<file path="config.mk">
export PLATFORM = sky130hd
export DESIGN_NAME = ps2_scan_sequencer
export DESIGN_NICKNAME = d
export VERILOG_FILES = /design/src/rtl/ps2_scan_sequencer.sv
export SDC_FILE = /design/constraint.sdc
export NUM_CORES = 1
export LEC_CHECK = 0
export CORE_MARGIN = 2
export CORE_UTILIZATION = 52
export DETAILED_ROUTE_END_ITERATION = 10
export GPL_TIMING_DRIVEN = 1
export PLACE_DENSITY = 0.79
export SLEW_MARGIN = 0
export SYNTH_ARGS = -nofsm -noshare
export SYNTH_HDL_FRONTEND = slang
export SYNTH_SLANG_ARGS = --single-unit
</file>
<file path="constraint.sdc">
create_clock -name CLKOUT -period 2.5 [get_ports CLKOUT]
set_input_delay 0.5 -clock CLKOUT [delete_from_list [all_inputs] [get_ports CLKOUT]]
set_output_delay 0.5 -clock CLKOUT [all_outputs]
set_load 0.03 [all_outputs]
</file>
<file path="src/rtl/ps2_scan_sequencer.sv">
// ps2_scan_sequencer
// Turns the PS/2 receiver byte stream into key events. E0 marks an extended key
// and F0 marks a key release. The block strips those prefixes and queues one
// {EXT, BRK, CODE} event per key in a small first-word-fall-through FIFO.
// It also counts protocol errors, prefix timeouts and receiver parity errors.
// A sticky flag records events that were dropped because the queue was full.
module ps2_scan_sequencer #(
  parameter int DEPTH   = 4,
  parameter int TIMEOUT = 50000
) (
  input  logic       CLKOUT,
  input  logic       RESET,
  input  logic [7:0] RX_DATA,
  input  logic       RX_DONE,
  input  logic       RX_ERR,
  output logic [9:0] EV_DATA,
  output logic       EV_VALID,
  input  logic       EV_READY,
  output logic [7:0] ERR_CNT,
  output logic       OVF,
  input  logic       OVF_CLR
);

  localparam int AW = (DEPTH > 1) ? $clog2(DEPTH) : 1;
  localparam int TW = $clog2(TIMEOUT + 1);
  localparam logic [TW-1:0] TMR_LAST = TW'(TIMEOUT - 1);
  localparam logic [AW:0]   FULL_CNT = (AW + 1)'(DEPTH);

  typedef enum logic [1:0] {
    ST_IDLE = 2'd0,
    ST_E0   = 2'd1,
    ST_F0   = 2'd2,
    ST_E0F0 = 2'd3
  } state_t;

  state_t          state_r, state_nx_s;
  logic [TW-1:0]   tmr_r, tmr_nx_s;
  logic            done_q_r, err_q_r;
  logic            byte_stb_s, err_stb_s;
  logic            push_s, err_evt_s;
  logic [9:0]      push_data_s;
  logic [7:0]      err_cnt_r;
  logic            ovf_r;

  logic [9:0]      mem_r [DEPTH];
  logic [AW-1:0]   wr_r, rd_r, rd_nx_s;
  logic [AW:0]     count_r, count_nx_s, left_s;
  logic [9:0]      head_r, head_nx_s;
  logic            valid_r;
  logic            pop_s, full_s, wr_en_s, ovf_set_s;

  // A byte or error is the rising edge of the receiver level. The edge flops
  // reset high, so a level still high at reset release is not taken as new.
  assign byte_stb_s = RX_DONE & ~done_q_r;
  assign err_stb_s  = RX_ERR & ~err_q_r;

  // Edge-detect history for the receiver done and error levels
  always_ff @(posedge CLKOUT or posedge RESET) begin
    if (RESET) begin
      done_q_r <= 1'b1;
      err_q_r  <= 1'b1;
    end else begin
      done_q_r <= RX_DONE;
      err_q_r  <= RX_ERR;
    end
  end

  // Prefix FSM: next state, event push, error detection and prefix timer
  always_comb begin
    state_nx_s  = state_r;
    push_s      = 1'b0;
    push_data_s = {2'b00, RX_DATA};
    err_evt_s   = 1'b0;
    tmr_nx_s    = tmr_r;
    if (err_stb_s) begin
      // a parity error discards any pending prefix and ignores a coincident byte
      state_nx_s = ST_IDLE;
      err_evt_s  = 1'b1;
    end else if (byte_stb_s) begin
      case (state_r)
        ST_IDLE: begin
          if (RX_DATA == 8'hE0) begin
            state_nx_s = ST_E0;
          end else if (RX_DATA == 8'hF0) begin
            state_nx_s = ST_F0;
          end else begin
            push_s      = 1'b1;
            push_data_s = {2'b00, RX_DATA};
          end
        end
        ST_E0: begin
          if (RX_DATA == 8'hF0) begin
            state_nx_s = ST_E0F0;
          end else if (RX_DATA == 8'hE0) begin
            state_nx_s = ST_E0;
          end else begin
            push_s      = 1'b1;
            push_data_s = {2'b10, RX_DATA};
            state_nx_s  = ST_IDLE;
          end
        end
        ST_F0: begin
          if ((RX_DATA == 8'hE0) || (RX_DATA == 8'hF0)) begin
            err_evt_s  = 1'b1;
            state_nx_s = ST_IDLE;
          end else begin
            push_s      = 1'b1;
            push_data_s = {2'b01, RX_DATA};
            state_nx_s  = ST_IDLE;
          end
        end
        ST_E0F0: begin
          if ((RX_DATA == 8'hE0) || (RX_DATA == 8'hF0)) begin
            err_evt_s  = 1'b1;
            state_nx_s = ST_IDLE;
          end else begin
            push_s      = 1'b1;
            push_data_s = {2'b11, RX_DATA};
            state_nx_s  = ST_IDLE;
          end
        end
        default: begin
          state_nx_s = ST_IDLE;
        end
      endcase
    end else if ((state_r != ST_IDLE) && (tmr_r == TMR_LAST)) begin
      // the completing byte did not arrive in time
      state_nx_s = ST_IDLE;
      err_evt_s  = 1'b1;
    end else begin
      state_nx_s = state_r;
    end

    // the timer only runs while a prefix waits, and each byte restarts it
    if (byte_stb_s || err_stb_s || (state_nx_s == ST_IDLE)) begin
      tmr_nx_s = {TW{1'b0}};
    end else begin
      tmr_nx_s = tmr_r + TW'(1);
    end
  end

  // FSM state and prefix timer registers
  always_ff @(posedge CLKOUT or posedge RESET) begin
    if (RESET) begin
      state_r <= ST_IDLE;
      tmr_r   <= {TW{1'b0}};
    end else begin
      state_r <= state_nx_s;
      tmr_r   <= tmr_nx_s;
    end
  end

  // Saturating error counter; coincident causes count once
  always_ff @(posedge CLKOUT or posedge RESET) begin
    if (RESET) begin
      err_cnt_r <= 8'd0;
    end else if (err_evt_s && (err_cnt_r != 8'hFF)) begin
      err_cnt_r <= err_cnt_r + 8'd1;
    end
  end

  // FIFO control: accept a push when there is room or the head leaves this cycle
  always_comb begin
    pop_s      = valid_r & EV_READY;
    full_s     = (count_r == FULL_CNT);
    wr_en_s    = push_s & (~full_s | pop_s);
    ovf_set_s  = push_s & full_s & ~pop_s;
    rd_nx_s    = pop_s ? (rd_r + AW'(1)) : rd_r;
    left_s     = count_r - (AW + 1)'(pop_s);
    count_nx_s = count_r;
    case ({wr_en_s, pop_s})
      2'b10:   count_nx_s = count_r + (AW + 1)'(1);
      2'b01:   count_nx_s = count_r - (AW + 1)'(1);
      default: count_nx_s = count_r;
    endcase
    // The registered head comes from the incoming event when the queue would
    // otherwise be empty. In all other cases it comes from the next stored slot.
    if (left_s == (AW + 1)'(0)) begin
      if (wr_en_s) begin
        head_nx_s = push_data_s;
      end else begin
        head_nx_s = 10'd0;
      end
    end else begin
      head_nx_s = mem_r[rd_nx_s];
    end
  end

  // FIFO storage, pointers, registered head and valid
  always_ff @(posedge CLKOUT or posedge RESET) begin
    if (RESET) begin
      for (int i = 0; i < DEPTH; i++) begin
        mem_r[i] <= 10'd0;
      end
      wr_r    <= {AW{1'b0}};
      rd_r    <= {AW{1'b0}};
      count_r <= {(AW + 1){1'b0}};
      head_r  <= 10'd0;
      valid_r <= 1'b0;
    end else begin
      if (wr_en_s) begin
        mem_r[wr_r] <= push_data_s;
        wr_r        <= wr_r + AW'(1);
      end
      rd_r    <= rd_nx_s;
      count_r <= count_nx_s;
      head_r  <= head_nx_s;
      valid_r <= (count_nx_s != (AW + 1)'(0));
    end
  end

  // Sticky overflow flag; a new drop wins over a clear in the same cycle
  always_ff @(posedge CLKOUT or posedge RESET) begin
    if (RESET) begin
      ovf_r <= 1'b0;
    end else if (ovf_set_s) begin
      ovf_r <= 1'b1;
    end else if (OVF_CLR) begin
      ovf_r <= 1'b0;
    end
  end

  assign EV_DATA  = head_r;
  assign EV_VALID = valid_r;
  assign ERR_CNT  = err_cnt_r;
  assign OVF      = ovf_r;

endmodule

</file>
==> impl_metrics.csv <==
group,metric,value,unit
status,status,"finished clean",
detailed_routing,num_vias,2795,
min_path,min_from,"tmr_r[0]",
setup_path,path_class,"in -> reg",
detailed_routing,wirelength,7.90,mm
final_layout,final_area,5000,sq um
pwr,p_leak,2.19,nW
placement,dp_hpwl,5.23,mm
sta,min_period_over_period,98.3,%
placement,port_buffers,33,
global_route,first_global_vias,2926,
sta,final_hold_viol_count,0,
synth,synth_edf_count,0,
synth,synth_xor_area_share,5.59,%
detailed_routing,drtIter0Drc,146,
synth,syn_avg_cell_area,12.1,sq um
global_route,grt_max_degree,88,
setup_path,r2r_start,"err_q_r",
synth,netlist_area,4070,sq um
floorplanning,dieHeight,92.5,um
min_path,min_to,"tmr_r[0]",
setup_path,cp-end-kind,"register",
global_route,track_usage,20.6,%
floorplanning,rows,32,
setup_path,regToRegSetupSlack,0.22,ns
detailed_routing,drcViolationCount,0,
clocking,postCtsHoldBufs,0,
pwr,ir_drop,0.715,mV
placement,gp_congestion,0.788,
synth,yosysWarnings,0,
synth,post_synth_inst_count,336,
sta,post-route-min-period,2.46,ns
synth,synth_mux_area_share,14.2,%
synth,yosysUniqueCellTypes,46,
setup_path,r2r_end,"EV_VALID",
setup_path,worstSetupStartpointType,"input port",
synth,synth_seq_cells,87,
floorplanning,coreArea,7650,sq um
sta,max_slew_margin,66.1,%
setup_path,r2r_cells,9,
placement,post_dp_cell_area,4720,sq um
setup_path,crit_path_max_fanout,2,
pwr,total_power,0.00570,W
flow_run,drv_cap,0,
detailed_routing,detail-route-antenna-nets,0,
synth,postSynth.topFlopCell,"dfrtp_1",
synth,yosysSeqAreaShare,53.6,%
global_route,overflow,0,
global_route,grt_antenna_before_repair,0,
floorplanning,die_area,8550,sq um
min_path,hold-path-cell-count,1,
final_layout,diodes,0,
clocking,cts.clk_slew.worst_paths,0.08,ns
pwr,p_per_area,1140,nW/um^2
global_route,grt_pass1_wl,13.9,mm
clocking,h-tree-depth,3,
synth,synth-simple-area-share,15.1,%
clocking,cts_buffers,9,
synth,async_reset_ff_share,100,%
detailed_routing,wire_per_inst,15.5,um
clocking,cts_tree,"yes",
setup_path,required,2.73,ns
floorplanning,die_x,92.5,um
clocking,clk_latency,0.36,ns
synth,synth_top_family_by_area,"simple AND/OR/NAND/NOR gates",
synth,syn-num-nets,359,
clocking,cts.sinks,87,
final_layout,syn_to_final_growth,22.7,%
floorplanning,ios,34,
floorplanning,start_util,53.2,%
clocking,clock-root-buffer,"clkbuf_8",
final_layout,finalNetCount,425,
setup_path,cp.arrival,2.69,ns
detailed_routing,drtPass1Iterations,4,
synth,synth_compound_area_share,5.93,%
sta,finClkSkew,0.00926,ns
min_path,hold_path_class,"reg -> reg",
sta,timing.fmax,407,MHz
sta,slew_viol_final,0,
sta,setup_violations,0,
final_layout,drive_gt1_share,24.3,%
sta,whs,0.466,ns
clocking,cts.path.max_buffers,2,
detailed_routing,vias_per_cell,5.49,
sta,worst_pin_slew,0.508,ns
synth,synthAdderAreaFrac,2.95,%
[flip-flops by register name (all words and copies together), names as in the netlist]
name / flops
ERR_CNT: 8
EV_DATA: 10
EV_VALID: 1
OVF: 1
count_r: 3
done_q_r: 1
err_q_r: 1
mem_r: 40
rd_r: 2
state_r: 2
tmr_r: 16
wr_r: 2
[report_power, final]
part	total, W	switching (W)	internal [W]	leakage, nW
clock	0.00110	0.000526	0.000575	0.111
sequential	0.00220	0.000299	0.00190	1.10
combinational	0.00240	0.00121	0.00119	0.976
[worst max-delay path by stage]
stage / startpoint / to / slack [ns] / depth (start not counted)
2_1_floorplan: RX_DATA[2] / EV_VALID / -0.24 / 9
4_1_cts: RX_DATA[2] / EV_VALID / 0.005 / 9
3_3_place_gp: RX_DATA[2] / EV_VALID / -0.59 / 9
6_report: RX_DATA[2] / EV_VALID / 0.04 / 9
5_1_grt: EV_READY / EV_VALID / -0.02 / 11
3_5_place_dp: RX_DATA[2] / EV_VALID / -0.65 / 9
[timing repair]
action / 4_1_cts / 5_1_grt
endpoints found under the setup margin: 1 / 1
cloned: 0 / 0
buffers inserted: 4 / 0
resized for setup: 15 / 4
endpoints found under the hold margin: 0 / 0
pin swaps: 6 / 2
[cell usage after synthesis, drive strengths merged (8+ instances only)]
cell type	number	share of area (%)
a21oi	11	1.4
a32o	10	2.5
dfrtp	85	52
ha	8	2.5
inv	12	1.1
mux2	42	12
mux2i	10	2.5
nand2	22	3.8
nand3	11	1.4
nor2	34	3.3
nor3	10	1.2
xnor2	17	3.7
xor2	9	1.9
[stage by stage]
stage / setup slack, ns / utilization (%) / cells / TNS, ns
6_report: 0.0427 / 65.3 / 509 / 0
2_1_floorplan: -0.240 / - / 336 / -0.240
3_5_place_dp: -0.651 / 61.7 / 489 / -9.67
3_3_place_gp: -0.595 / 61.7 / 489 / -7.55
4_1_cts: 0.00545 / 65.1 / 509 / 0
5_1_grt: -0.0232 / 65.3 / 509 / -0.0232
[per-layer routing]
| metal | part of all wire [%] | GRT usage (%) | up-vias |
|---|---|---|---|
| li1 | - | - | 1316 |
| met4 | 1.3 | 5.97 | 0 |
| met1 | 44 | 26.6 | 1423 |
| met3 | 3.2 | 4.88 | 7 |
| met2 | 52 | 34.9 | 49 |
| met5 | 0 | 0 | - |
[worst max-delay path, cell delays in order]
cell	delay (ns)
clkdlybuf4s15_2	0.19
or3_4	0.38
or2_4	0.25
and4_4	0.17
inv_8	0.05
ha_4	0.12
fa_2	0.42
mux2_4	0.28
or3_1	0.32
[layout make-up]
cell class / count / area [sq um]
Clock buffer: 9 / 124
Clock inverter: 7 / 103
Fill cell: 572 / 2650
Inverter: 12 / 56.3
Multi-Input combinational cell: 227 / 1830
Sequential cell: 87 / 2180
Tap cell: 102 / 128
Timing Repair Buffer: 65 / 574
[cell usage in the layout (no fill, tap or decap), types with 2 or more instances in the layout]
master	n
a21boi_0	2
mux2_1	13
buf_4	31
mux2_2	27
xor2_1	9
mux2_4	2
inv_1	10
a31oi_1	2
o22ai_1	2
nand2_1	17
bufinv_16	2
nand2b_1	2
mux2i_1	10
inv_6	3
and3_1	5
xnor2_1	15
dlygate4sd2_1	4
or3_1	3
ha_1	7
a21oi_1	11
dfrtp_1	85
nand3_1	10
dfstp_2	2
o21ai_0	2
nor2_1	33
nor3_1	10
clkdlybuf4s50_1	26
nand2_8	4
clkbuf_8	9
xnor2_2	2
a32o_1	10
and4_1	4
nor4bb_1	2
clkinvlp_4	2
nand4_1	5
[cells by family (layout without fill, tap and decap cells)]
group / after synthesis / after routing
xor gates and xnor gates: 26 / 26
adders and majority gates: 9 / 9
AOI/OAI and AO/OA: 33 / 33
buffers and inverters: 22 / 93
DFF: 87 / 87
and+or+nand+nor: 107 / 107
muxes: 52 / 52
(Power assumes the default switching activity.)
